==> src/rtl/data_mem_responder.sv <==
// Word-addressed data memory responder with fixed LATENCY and a one-cycle MemReady strobe.
// Define DMEM_ACCESS_COUNT_EN to add saturating read/write/error access counters.
module data_mem_responder #(
   parameter int DEPTH_WORDS = 64,
   parameter int LATENCY     = 2,
   parameter int AW          = 6
) (
   input  logic        clk,
   input  logic        rst_n,
   input  logic        MemRead,
   input  logic        MemWrite,
   input  logic [31:0] Address,
   input  logic [31:0] WriteData,
   output logic [31:0] ReadData,
   output logic        MemReady,
   output logic        MemError,
`ifdef DMEM_ACCESS_COUNT_EN
   output logic [15:0] RdCount,
   output logic [15:0] WrCount,
   output logic [7:0]  ErrCount,
`endif
   output logic        Busy
);

   typedef enum logic [1:0] {IDLE, WAIT, RESP} state_t;

   state_t      state, nextState;
   logic [3:0]  cnt, cntNext;
   logic        rdQ, wrQ, errQ;
   logic [31:0] addrQ, dataQ;
   logic        curRead, curWrite, reqErr, accept, enterResp, memWe;
   logic [31:0] curAddr, curData;
   logic [AW-1:0] idx;
   logic [31:0] mem [DEPTH_WORDS];

   function automatic logic [15:0] satInc16(input logic [15:0] v);
      return (&v) ? v : v + 16'd1;
   endfunction

   function automatic logic [7:0] satInc8(input logic [7:0] v);
      return (&v) ? v : v + 8'd1;
   endfunction

   // With LATENCY=1 the accepting edge is also the RESP-entry edge, so look through to the inputs.
   always_comb begin
      curRead  = (state == IDLE) ? MemRead   : rdQ;
      curWrite = (state == IDLE) ? MemWrite  : wrQ;
      curAddr  = (state == IDLE) ? Address   : addrQ;
      curData  = (state == IDLE) ? WriteData : dataQ;
      idx      = curAddr[AW+1:2];
      reqErr   = (curRead && curWrite) || (curAddr[1:0] != 2'b00) ||
                 ((curAddr >> (AW + 2)) != 32'd0);
   end

   always_comb begin
      nextState = state;
      cntNext   = cnt;
      accept    = 1'b0;
      case (state)
         IDLE: begin
            if (MemRead || MemWrite) begin
               accept    = 1'b1;
               cntNext   = 4'(LATENCY - 1);
               nextState = (LATENCY > 1) ? WAIT : RESP;
            end
         end
         WAIT: begin
            cntNext = cnt - 4'd1;
            if (cnt == 4'd1) nextState = RESP;
         end
         RESP:    nextState = IDLE;
         default: nextState = IDLE;
      endcase
      enterResp = (nextState == RESP) && (state != RESP);
      memWe     = enterResp && curWrite && !reqErr && rst_n;
   end

   always_ff @(posedge clk or negedge rst_n) begin
      if (!rst_n) begin
         state    <= IDLE;
         cnt      <= '0;
         rdQ      <= 1'b0;
         wrQ      <= 1'b0;
         errQ     <= 1'b0;
         ReadData <= '0;
`ifdef DMEM_ACCESS_COUNT_EN
         RdCount  <= '0;
         WrCount  <= '0;
         ErrCount <= '0;
`endif
      end else begin
         state <= nextState;
         cnt   <= cntNext;
         if (accept) begin
            rdQ <= MemRead;
            wrQ <= MemWrite;
         end
         if (enterResp) begin
            errQ     <= reqErr;
            ReadData <= (curRead && !reqErr) ? mem[idx] : '0;
`ifdef DMEM_ACCESS_COUNT_EN
            if (reqErr)        ErrCount <= satInc8(ErrCount);
            else if (curRead)  RdCount  <= satInc16(RdCount);
            else if (curWrite) WrCount  <= satInc16(WrCount);
`endif
         end
      end
   end

   // Request payload and array contents are datapath only and never reset.
   always_ff @(posedge clk) begin
      if (accept) begin
         addrQ <= Address;
         dataQ <= WriteData;
      end
      if (memWe) mem[idx] <= curData;
   end

   assign MemReady = (state == RESP);
   assign MemError = (state == RESP) && errQ;
   assign Busy     = (state != IDLE);

endmodule

==> config.mk <==
export PLATFORM = sky130hd
export DESIGN_NAME = data_mem_responder
export DESIGN_NICKNAME = d
export VERILOG_FILES = /design/src/rtl/data_mem_responder.sv
export SDC_FILE = /design/constraint.sdc
export NUM_CORES = 2
export LEC_CHECK = 0
export ABC_AREA = 1
export CAP_MARGIN = 20
export CORE_AREA = 10 10 444 446
export DETAILED_ROUTE_END_ITERATION = 7
export DIE_AREA = 0 0 454 456
export PLACE_DENSITY = 0.68
export SETUP_SLACK_MARGIN = 0.1
export SKIP_LAST_GASP = 1
export SYNTH_ARGS = -nofsm -noshare
export SYNTH_HDL_FRONTEND = slang
export SYNTH_SLANG_ARGS = --single-unit
==> constraint.sdc <==
create_clock -name clk -period 3.65 [get_ports clk]
set_clock_uncertainty 0.1 [all_clocks]
set_input_delay 0.73 -clock clk [delete_from_list [all_inputs] [get_ports clk]]
set_output_delay 0.73 -clock clk [all_outputs]
set_load 0.01 [all_outputs]
==> results.json <==
{
  "die_x_um": 454,
  "worstHoldPathCells": 1,
  "die_h_um": 456,
  "power_density_mw_per_mm2": 871,
  "place_congestion": 0.895,
  "grt_antenna_before_repair": 13,
  "ys.warnings.count": 0,
  "yosysUniqueCellTypes": 37,
  "worstPathCellList": "inv_1 > nand2_2 > buf_6 > clkdlybuf4s50_1",
  "cp_slowest_stage_delay_ns": 0.59,
  "synth_area_mm2": 0.0898,
  "cpMaxStageDelayCell": "clkdlybuf4s50_1",
  "ant_nets": 0,
  "place_ws_ns": 0.0235,
  "crit_path_start_kind": "register",
  "whs_ns": 0.360,
  "yosysSeqAreaShare_pct": 71.8,
  "syn_nets": 8406,
  "wl_mm": 253,
  "critPathMaxFanout": 22,
  "grt-ovfl-total": 0,
  "final-setup-viol-count": 0,
  "slew_violations": 0,
  "finalHoldViolations": 0,
  "post-route-cell-area_mm2": 0.105,
  "grt_first_pass_wirelength_mm": 373,
  "cts.htree.levels": 4,
  "outcome": "completed",
  "drtIter0Drc": 7941,
  "drt_pass1_iterations": 6,
  "nNetsFinal": 8688,
  "area_growth_pct": 16.5,
  "clk_pin_slew_worst_paths_ns": 0.06,
  "numPortBuffers": 102,
  "root_buffer": "clkbuf_16",
  "post_cts.repair.setup_buffers": 0,
  "clock.fmax_mhz": 294,
  "grt_pass1_vias": 58100,
  "hp-class": "in -> reg",
  "syn_inst": 8336,
  "crit_type": "reg -> out",
  "numCtsBuffers": 212,
  "fin_crit_sh_pct": 93.2,
  "cts_tree": "done",
  "mostFrequentLayoutCells": "3632 x nand2_1, 2112 x edfxtp_1, 839 x inv_1",
  "via_count": 60500,
  "num_rows": 159,
  "final_common_cell": "nand2_1",
  "core_area_mm2": 0.188,
  "crit_required_ns": 2.82,
  "reg2reg_depth": 13,
  "worst_pin_slew_ns": 0.960,
  "avgSynthCellArea_um2": 10.8,
  "dpl_cell_area_mm2": 0.0979,
  "grt_max_degree": 80,
  "track_usage_pct": 23.9,
  "leakage_uw": 0.0418,
  "period_needed_ns": 3.40,
  "viasPerCell": 5.36,
  "ir_drop_mv": 1.03,
  "arrival_ns": 2.57,
  "cts_buffer_depth": 3,
  "rsz0062_at_grt": "no",
  "ys_seq_elements": 2153,
  "cap_viol_max_count": 0,
  "slew-limit-headroom_pct": 35.8,
  "initial_core_util_pct": 47.8,
  "io_pins": 103,
  "clkSinkCount": 2153,
  "insertion_delay_ns": 0.85,
  "drive_above_1_share_pct": 9.10,
  "drc": 0,
  "dp_hpwl_mm": 154,
  "dieArea_mm2": 0.207,
  "fillCellCount": 15200,
  "end_kind": "primary output",
  "wl_per_cell_um": 22.4,
  "fin_ws_ns": 0.249
}
## timing repair
action                                  CTS  global route
endpoints found under the hold margin    41             0
endpoints found under the setup margin    0             1
gates resized for setup                   0             1
hold buffers                              1             0
## critical path, delay by kind of cell (launching register included)
family	cells	cell delay, ns
buffers and inverters	3	0.97
flip-flops	1	0.42
AND/OR/NAND/NOR	1	0.31
## layer usage
metal	GRT usage [%]	routed length, µm	up-vias
met3	4.81	26000	523
met5	0	41	-
li1	-	-	27900
met2	37.6	117000	2981
met4	10.3	12000	6
met1	32.2	98400	29100
## registers in the layout (all words and copies together), names as in the netlist
signal    flops
rdQ           1
mem        2048
cnt           4
state         2
dataQ        32
addrQ        32
errQ          1
ReadData     32
wrQ           1
## logic make-up after synthesis
family                     count (synthesis)  share of synthesized area [%]
DFF                                     2153                           71.8
AOI/OAI and AO/OA                        266                           1.52
and+or+nand+nor                         4662                           21.0
buffers and inverters                   1252                           5.66
adders and majority gates                  2                         0.0279
xor gates and xnor gates                   1                        0.00976
## metrics by stage
step / setup TNS, ns / std cells / power [µW] / util [%]
after floorplan: -59.42 / 8336 / 52800 / -
after global placement: -6.62 / 10900 / 69000 / 52.2
after detailed placement: 0 / 10900 / 69600 / 52.2
after CTS: 0 / 11300 / 90700 / 55.7
after global routing: 0 / 11300 / 94900 / 55.7
final: 0 / 11300 / 91000 / 55.7
## area by class of cell
class	instances	area (µm²)	area share, %
Antenna cell	3	7.51	0.00718
Clock inverter	109	1020	0.975
Clock buffer	275	5670	5.42
Timing Repair Buffer	470	6220	5.95
Sequential cell	2153	64400	61.6
Inverter	850	3190	3.05
Multi-Input combinational cell	4931	20900	20.0
Tap cell	2495	3120	2.99
## Yosys cell counts
library cell	count	area, µm²
a31oi_1	4	25.0
buf_2	249	1250
o21ai_0	193	966
or2_1	2	12.5
o21ai_4	2	32.5
nor2_8	1	20.0
inv_1	839	3150
inv_2	11	41.3
nor3_1	3	15.0
nor2_4	2	22.5
edfxtp_1	2112	63400
xor2_1	1	8.76
nand3_4	8	140
clkbuf_1	124	465
nand2_1	3668	13800
buf_1	14	52.6
nand3_1	564	2820
ha_1	2	25.0
dfrtp_1	41	1030
nor2_1	250	938
a22oi_1	1	7.51
o22ai_1	1	6.26
buf_4	9	67.6
nand4_1	118	738
nor3_4	3	48.8
a21oi_1	43	215
nand3b_1	4	30.0
nor2_2	5	31.3
or2_2	1	6.26
clkbuf_2	2	10.0
o21ai_2	1	8.76
buf_6	4	45.0
nor3_2	6	60.1
nand2_4	1	11.3
o21ai_1	21	105
nand2_2	5	31.3
and2_1	21	131
## where the power goes
part | switching (µW) | internal, µW | total (µW)
Combinational | 28000 | 9690 | 37700
Clock | 9180 | 12000 | 21200
Sequential | 99.6 | 32100 | 32200
Total | 37300 | 53800 | 91000
## path summary, 6_finish.rpt
path,start,to,slack (ns)
worst max-delay path,state[1],Busy,0.25
worst min-delay path,Address[6],addrQ[6],0.36
worst max register to register,state[1],ReadData[17],0.33
worst min register to register,ReadData[5],ReadData[5],0.38
max in group asynchronous,rst_n,ReadData[15],2.38
min in group asynchronous,rst_n,rdQ,0.53
No activity file was read; power rests on OpenSTA's default activity.
